--- src/rtl/axi_gpio_if.sv ---
// axi_gpio_if: AXI4-Lite bus bundle between interconnect master and GPIO slave
interface axi_gpio_if;
    logic        AWVALID;
    logic        AWREADY;
    logic [31:0] AWADDR;
    logic [2:0]  AWPROT;
    logic        WVALID;
    logic        WREADY;
    logic [31:0] WDATA;
    logic [3:0]  WSTRB;
    logic        BVALID;
    logic        BREADY;
    logic [1:0]  BRESP;
    logic        ARVALID;
    logic        ARREADY;
    logic [31:0] ARADDR;
    logic [2:0]  ARPROT;
    logic        RVALID;
    logic        RREADY;
    logic [31:0] RDATA;
    logic [1:0]  RRESP;
    modport master (
        output AWVALID, AWADDR, AWPROT, WVALID, WDATA, WSTRB, BREADY,
        output ARVALID, ARADDR, ARPROT, RREADY,
        input  AWREADY, WREADY, BVALID, BRESP, ARREADY, RVALID, RDATA, RRESP
    );
    modport slave (
        input  AWVALID, AWADDR, AWPROT, WVALID, WDATA, WSTRB, BREADY,
        input  ARVALID, ARADDR, ARPROT, RREADY,
        output AWREADY, WREADY, BVALID, BRESP, ARREADY, RVALID, RDATA, RRESP
    );
endinterface

--- src/rtl/axi_gpio.sv ---
// axi_gpio: AXI4-Lite slave with an LED register and synchronised switch/button inputs
module axi_gpio #(
    parameter int LED_W = 8,
    parameter int SW_W  = 8,
    parameter int BTN_W = 5
) (
    input  logic             ACLK,
    input  logic             ARESETn,
    axi_gpio_if.slave        s,
    output logic [LED_W-1:0] led,
    input  logic [SW_W-1:0]  switch,
    input  logic [BTN_W-1:0] button
);
    typedef enum logic [1:0] {W_IDLE, W_ACK, W_RESP} wstate_t;
    typedef enum logic {R_IDLE, R_DATA} rstate_t;
    wstate_t          wstate_q, wstate_d;
    rstate_t          rstate_q, rstate_d;
    logic [LED_W-1:0] led_q;
    logic [1:0]       bresp_q;
    logic [31:0]      rdata_q, rdata_d;
    logic [1:0]       rresp_q, rresp_d;
    logic [SW_W-1:0]  sw_s1_q, sw_s2_q;
    logic [BTN_W-1:0] btn_s1_q, btn_s2_q;
    logic             wr_led;
    logic             unused;
    assign unused = ^{s.AWADDR, s.ARADDR, s.AWPROT, s.ARPROT, s.WDATA, s.WSTRB};
    assign led       = led_q;
    assign s.AWREADY = wstate_q == W_ACK;
    assign s.WREADY  = wstate_q == W_ACK;
    assign s.BVALID  = wstate_q == W_RESP;
    assign s.BRESP   = bresp_q;
    assign s.ARREADY = rstate_q == R_IDLE;
    assign s.RVALID  = rstate_q == R_DATA;
    assign s.RDATA   = rdata_q;
    assign s.RRESP   = rresp_q;
    assign wr_led    = s.AWADDR[3:2] == 2'd0;
    // Two-flop synchronisers for the asynchronous board inputs
    always_ff @(posedge ACLK or posedge ARESETn) begin
        if (ARESETn) begin
            sw_s1_q  <= '0;
            sw_s2_q  <= '0;
            btn_s1_q <= '0;
            btn_s2_q <= '0;
        end else begin
            sw_s1_q  <= switch;
            sw_s2_q  <= sw_s1_q;
            btn_s1_q <= button;
            btn_s2_q <= btn_s1_q;
        end
    end
    // Write engine next state: wait for both address and data, ack once, then hold response
    always_comb begin
        wstate_d = wstate_q;
        case (wstate_q)
            W_IDLE:  wstate_d = (s.AWVALID && s.WVALID) ? W_ACK : W_IDLE;
            W_ACK:   wstate_d = W_RESP;
            W_RESP:  wstate_d = s.BREADY ? W_IDLE : W_RESP;
            default: wstate_d = W_IDLE;
        endcase
    end
    // Write engine state, LED register and response capture at the end of the ack cycle
    always_ff @(posedge ACLK or posedge ARESETn) begin
        if (ARESETn) begin
            wstate_q <= W_IDLE;
            led_q    <= '0;
            bresp_q  <= 2'b00;
        end else begin
            wstate_q <= wstate_d;
            if (wstate_q == W_ACK) begin
                bresp_q <= wr_led ? 2'b00 : 2'b10;
                if (wr_led && s.WSTRB[0]) led_q <= s.WDATA[LED_W-1:0];
            end
        end
    end
    // Read engine next state and decoded read data for the address handshake edge
    always_comb begin
        rstate_d = (rstate_q == R_IDLE) ? (s.ARVALID ? R_DATA : R_IDLE)
                                        : (s.RREADY ? R_IDLE : R_DATA);
        rdata_d  = (s.ARADDR[3:2] == 2'd0) ? 32'(led_q) :
                   (s.ARADDR[3:2] == 2'd1) ? 32'(sw_s2_q) :
                   (s.ARADDR[3:2] == 2'd2) ? 32'(btn_s2_q) : 32'd0;
        rresp_d  = (s.ARADDR[3:2] == 2'd3) ? 2'b10 : 2'b00;
    end
    // Read engine state; data and response frozen while the beat is outstanding
    always_ff @(posedge ACLK or posedge ARESETn) begin
        if (ARESETn) begin
            rstate_q <= R_IDLE;
            rdata_q  <= '0;
            rresp_q  <= 2'b00;
        end else begin
            rstate_q <= rstate_d;
            if (rstate_q == R_IDLE && s.ARVALID) begin
                rdata_q <= rdata_d;
                rresp_q <= rresp_d;
            end
        end
    end
endmodule

--- src/flat_wrapper.sv ---
// flat-port wrapper written by rule: the top's interface ports become plain ports
module axi_gpio_flat 
#(
    parameter int LED_W = 8,
    parameter int SW_W  = 8,
    parameter int BTN_W = 5
)
  (ACLK, ARESETn, led, switch, button, s_AWVALID, s_AWADDR, s_AWPROT, s_WVALID, s_WDATA, s_WSTRB, s_BREADY, s_ARVALID, s_ARADDR, s_ARPROT, s_RREADY, s_AWREADY, s_WREADY, s_BVALID, s_BRESP, s_ARREADY, s_RVALID, s_RDATA, s_RRESP);
  axi_gpio_if s_i ();
  input  logic ACLK;
  input  logic ARESETn;
  output logic [LED_W-1:0] led;
  input  logic [SW_W-1:0] switch;
  input  logic [BTN_W-1:0] button;
  input wire logic [$bits(s_i.AWVALID)-1:0] s_AWVALID;
  input wire logic [$bits(s_i.AWADDR)-1:0] s_AWADDR;
  input wire logic [$bits(s_i.AWPROT)-1:0] s_AWPROT;
  input wire logic [$bits(s_i.WVALID)-1:0] s_WVALID;
  input wire logic [$bits(s_i.WDATA)-1:0] s_WDATA;
  input wire logic [$bits(s_i.WSTRB)-1:0] s_WSTRB;
  input wire logic [$bits(s_i.BREADY)-1:0] s_BREADY;
  input wire logic [$bits(s_i.ARVALID)-1:0] s_ARVALID;
  input wire logic [$bits(s_i.ARADDR)-1:0] s_ARADDR;
  input wire logic [$bits(s_i.ARPROT)-1:0] s_ARPROT;
  input wire logic [$bits(s_i.RREADY)-1:0] s_RREADY;
  output wire logic [$bits(s_i.AWREADY)-1:0] s_AWREADY;
  output wire logic [$bits(s_i.WREADY)-1:0] s_WREADY;
  output wire logic [$bits(s_i.BVALID)-1:0] s_BVALID;
  output wire logic [$bits(s_i.BRESP)-1:0] s_BRESP;
  output wire logic [$bits(s_i.ARREADY)-1:0] s_ARREADY;
  output wire logic [$bits(s_i.RVALID)-1:0] s_RVALID;
  output wire logic [$bits(s_i.RDATA)-1:0] s_RDATA;
  output wire logic [$bits(s_i.RRESP)-1:0] s_RRESP;
  assign s_i.AWVALID = s_AWVALID;
  assign s_i.AWADDR = s_AWADDR;
  assign s_i.AWPROT = s_AWPROT;
  assign s_i.WVALID = s_WVALID;
  assign s_i.WDATA = s_WDATA;
  assign s_i.WSTRB = s_WSTRB;
  assign s_i.BREADY = s_BREADY;
  assign s_i.ARVALID = s_ARVALID;
  assign s_i.ARADDR = s_ARADDR;
  assign s_i.ARPROT = s_ARPROT;
  assign s_i.RREADY = s_RREADY;
  assign s_AWREADY = s_i.AWREADY;
  assign s_WREADY = s_i.WREADY;
  assign s_BVALID = s_i.BVALID;
  assign s_BRESP = s_i.BRESP;
  assign s_ARREADY = s_i.ARREADY;
  assign s_RVALID = s_i.RVALID;
  assign s_RDATA = s_i.RDATA;
  assign s_RRESP = s_i.RRESP;
  axi_gpio #(.LED_W(LED_W), .SW_W(SW_W), .BTN_W(BTN_W)) u_core (.ACLK(ACLK), .ARESETn(ARESETn), .s(s_i), .led(led), .switch(switch), .button(button));
endmodule
--- config.mk ---
export PLATFORM = sky130hd
export DESIGN_NAME = axi_gpio_flat
export DESIGN_NICKNAME = d
export VERILOG_FILES = /design/src/rtl/axi_gpio_if.sv /design/src/rtl/axi_gpio.sv /design/src/flat_wrapper.sv
export SDC_FILE = /design/constraint.sdc
export NUM_CORES = 1
export LEC_CHECK = 0
export BUFFER_PORTS_ARGS = -buffer_cell sky130_fd_sc_hd__buf_4
export CORE_ASPECT_RATIO = 1.75
export CORE_UTILIZATION = 30
export DETAILED_ROUTE_END_ITERATION = 6
export HOLD_SLACK_MARGIN = 0.03
export PLACE_DENSITY = 0.68
export REMOVE_ABC_BUFFERS = 1
export SYNTH_ARGS = -nofsm -noshare
export SYNTH_HDL_FRONTEND = slang
export SYNTH_SLANG_ARGS = --single-unit
--- constraint.sdc ---
create_clock -name ACLK -period 2.15 [get_ports ACLK]
set_input_delay 0.215 -clock ACLK [delete_from_list [all_inputs] [get_ports ACLK]]
set_output_delay 0.215 -clock ACLK [all_outputs]
set_load 0.02 [all_outputs]
==> metrics.cfg <==
[pwr]
power.clock.fraction_pct=28.0
power.combinational.fraction_pct=24.6
power.share.switching_pct=28.7
sequentialPowerShare_pct=47.4
intPower_mw=1.60
cellPowerDensity_mw_per_mm2=912
net-switching-power_uw=645
worst_vdd_rail_ir_drop_mv=0.504
leakage_power_nw=1.23

[timing]
setup_slack_ns=0.842
grt_setup_unrepaired=false
setup_tns_ns=0
achievable-frequency_mhz=765
hold_viol=0
timing.final.crit_share_pct=60.8
drv_slew=0
finClkSkew_ns=0.00966
fin_crit_ns=1.31
timing.final.setup_violations=0

[synth]
synthDistinctLibCells=20
post_synthesis_instance_total=138
seq_area_frac_synth_pct=64.4
post-synth-top-area-cell=sky130_fd_sc_hd__dfrtp_1
ys.warnings.count=0
synth.cell_area_mm2=0.00183
syn_area_per_cell_um2=13.2
yosysTopAreaCellShare_pct=64.4
synth.area.top_cells=sky130_fd_sc_hd__dfrtp_1, sky130_fd_sc_hd__buf_4, sky130_fd_sc_hd__mux2_2
synth.ff_latch_count=47

[setup_path]
reg2reg_depth=4
worstSetupStartpoint=u_core.wstate_q[1]
path_depth=3
worst-endpoint-required_ns=1.93
crit_end=s_AWREADY
timing_worst_setup_path_type=reg2out
timing.critical_path.buf_inv=2
worst_r2r_src=u_core.wstate_q[1]
timing.critical_path.fanout_max=4
crit_path_end_kind=output pin
setup.worst_path.start_class=register
r2r_setup_slack_ns=0.89
family_with_the_most_delay_on_the_worst_path=flip-flops
timing.critical_path.cells=nand2b_4 -> inv_2 -> buf_4
critical_path.reg2reg.endpoint=u_core.led[3]
worst_path_max_delay_cell=sky130_fd_sc_hd__dfrtp_1
worstPathArrival_ns=1.09
timing.critical_path.slowest_cell_delay_ns=0.41

[hold_path]
worst_hold_check_path_type=in2reg

[routing]
detailroute.via_count=1102
routed_wl_um=3140
drt-vias-per-instance=3.81
routedWlPerCell_um=10.9
post-route-drc-count=0
drt.antenna.violating_nets=0
drt_first_iter_violations=13
drt_pass1_iterations=4

[global_routing]
grt_usage_pct=11.2
grt_pass1_vias=1045
antenna_found_initial=0
gr-total-overflow=0
maximum_number_of_pins_on_one_net_before_global_route_repair=27
grt_pass1_wl_um=5170

[clocking]
cts_tree=yes
clock_latency_on_the_worst_skew_pair_ns=0.29
cts_sinks=47
cts.root.buffer_cell=sky130_fd_sc_hd__clkbuf_8
post_cts.repair.setup_buffers=0
cts_buffer_depth=2
worst_setup_hold_path_clk_slew_ns=0.09
tritoncts.num_buffers=5
h-tree-depth=2

[die]
rows=37
die_width_um=61.0
core_area_mm2=0.00588
floorplan.io_pins=175
initial_utilization_pct=31.0
floorplan.die.height_um=105
die_area_mm2=0.00641

[status]
run_status=complete, no violations

[place]
worst_slack_placed_ns=0.902
detailed_place_hpwl_um=2370
numPortBuffers=55
last_weighted_congestion_value_of_the_routability_driven_placer=0.681

[cells_and_area]
final_cell_mix=sky130_fd_sc_hd__buf_4, sky130_fd_sc_hd__dfrtp_1, sky130_fd_sc_hd__conb_1
fraction_of_final_layout_cells_sized_beyond_drive_strength_1_pct=39.8
mostFrequentLayoutCell=sky130_fd_sc_hd__buf_4
antenna_cells=0
register_area_mm2=0.00118
fill_cells=578
area_growth_pct=35.0
fin_nets=336
area_of_combinational_cells_with_multiple_inputs_um2=502

[flow_run]
timing.max_cap.violations=0

## flip-flops by register name, summed over array words and instances, names as in the netlist
| register | cells |
|---|---|
| u_core.led | 8 |
| u_core.s.RDATA | 8 |
| u_core.sw_s1_q | 8 |
| u_core.sw_s2_q | 8 |
| u_core.btn_s1_q | 5 |
| u_core.btn_s2_q | 5 |
| u_core.wstate_q | 2 |
| u_core.s.BRESP | 1 |
| u_core.s.RRESP | 1 |
| u_core.s.RVALID | 1 |
## synthesized netlist by cell type, drive strengths merged
library cell,number
conb,1
nor2b,2
nor2,7
inv,4
or2,5
o21ai,4
mux2,11
mux2i,5
nand3,1
dfrtp,47
nor3,1
buf,30
a22o,3
a21oi,10
nand2b,3
nand2,4
## kinds of logic after synthesis
| kind of cell | after synthesis | synth area share, % |
|---|---|---|
| AOI/OAI and AO/OA | 17 | 5.28 |
| buffers and inverters | 34 | 13.2 |
| DFF | 47 | 64.4 |
| muxes | 16 | 9.53 |
| other | 1 | 0.205 |
| and+or+nand+nor | 23 | 7.33 |
## how the worst min path moves through the flow
stage	start	end	slack [ns]	depth (start not counted)
6_report	s_BREADY	u_core.wstate_q[1]	0.1	2
5_1_grt	s_BREADY	u_core.wstate_q[1]	0.08	2
4_1_cts	s_BREADY	u_core.wstate_q[1]	0.09	2
3_5_place_dp	ARESETn	u_core.sw_s2_q[5]	0.26	2
3_3_place_gp	ARESETn	u_core.sw_s2_q[7]	0.26	2
2_1_floorplan	button[0]	u_core.btn_s1_q[0]	0.25	0
## through the flow
| step | utilization, % | instances | cell area, µm² | hold slack (ns) | total power [mW] |
|---|---|---|---|---|---|
| final | 41.9 | 289 | 2460 | 0.0972 | 2.25 |
| after global routing | 41.9 | 289 | 2460 | 0.0828 | 2.39 |
| after CTS | 41.9 | 289 | 2460 | 0.0854 | 2.29 |
| after detailed placement | 37.6 | 267 | 2210 | 0.263 | 1.62 |
| after global placement | 37.6 | 267 | 2210 | 0.262 | 1.61 |
| after floorplan | - | 133 | 1690 | 0.246 | 1.38 |
## per-layer routing
| metal | wire, µm | track usage (%) | vias to the layer above |
|---|---|---|---|
| met1 | 1220 | 13.7 | 492 |
| met2 | 1560 | 17.5 | 64 |
| met4 | 74 | 5.84 | 0 |
| met5 | 0 | 0 | - |
| li1 | - | - | 540 |
| met3 | 285 | 3.22 | 6 |
## timing repair
item / 4_1_cts / 5_1_grt
hold endpoints to repair: 34 / 0
resized for setup: 0 / 0
endpoints found under the setup margin: 0 / 0
hold buffers: 14 / 0
## power groups by stage
stage	clock network [mW]	logic (mW)	registers [mW]
floorplan	0	0.195	1.18
global placement	0	0.530	1.08
detailed placement	0	0.537	1.09
CTS	0.658	0.560	1.07
global route	0.701	0.598	1.09
finish	0.629	0.553	1.07
## final cells by class
class,count,share of cell area [%]
multi-input cells,82,20.4
flip-flops and latches,47,47.7
clock inverters,3,1.78
well taps,78,3.96
inverters,4,0.609
clock buffers,5,2.79
repair buffers,70,22.8
(Power assumes the default switching activity.)
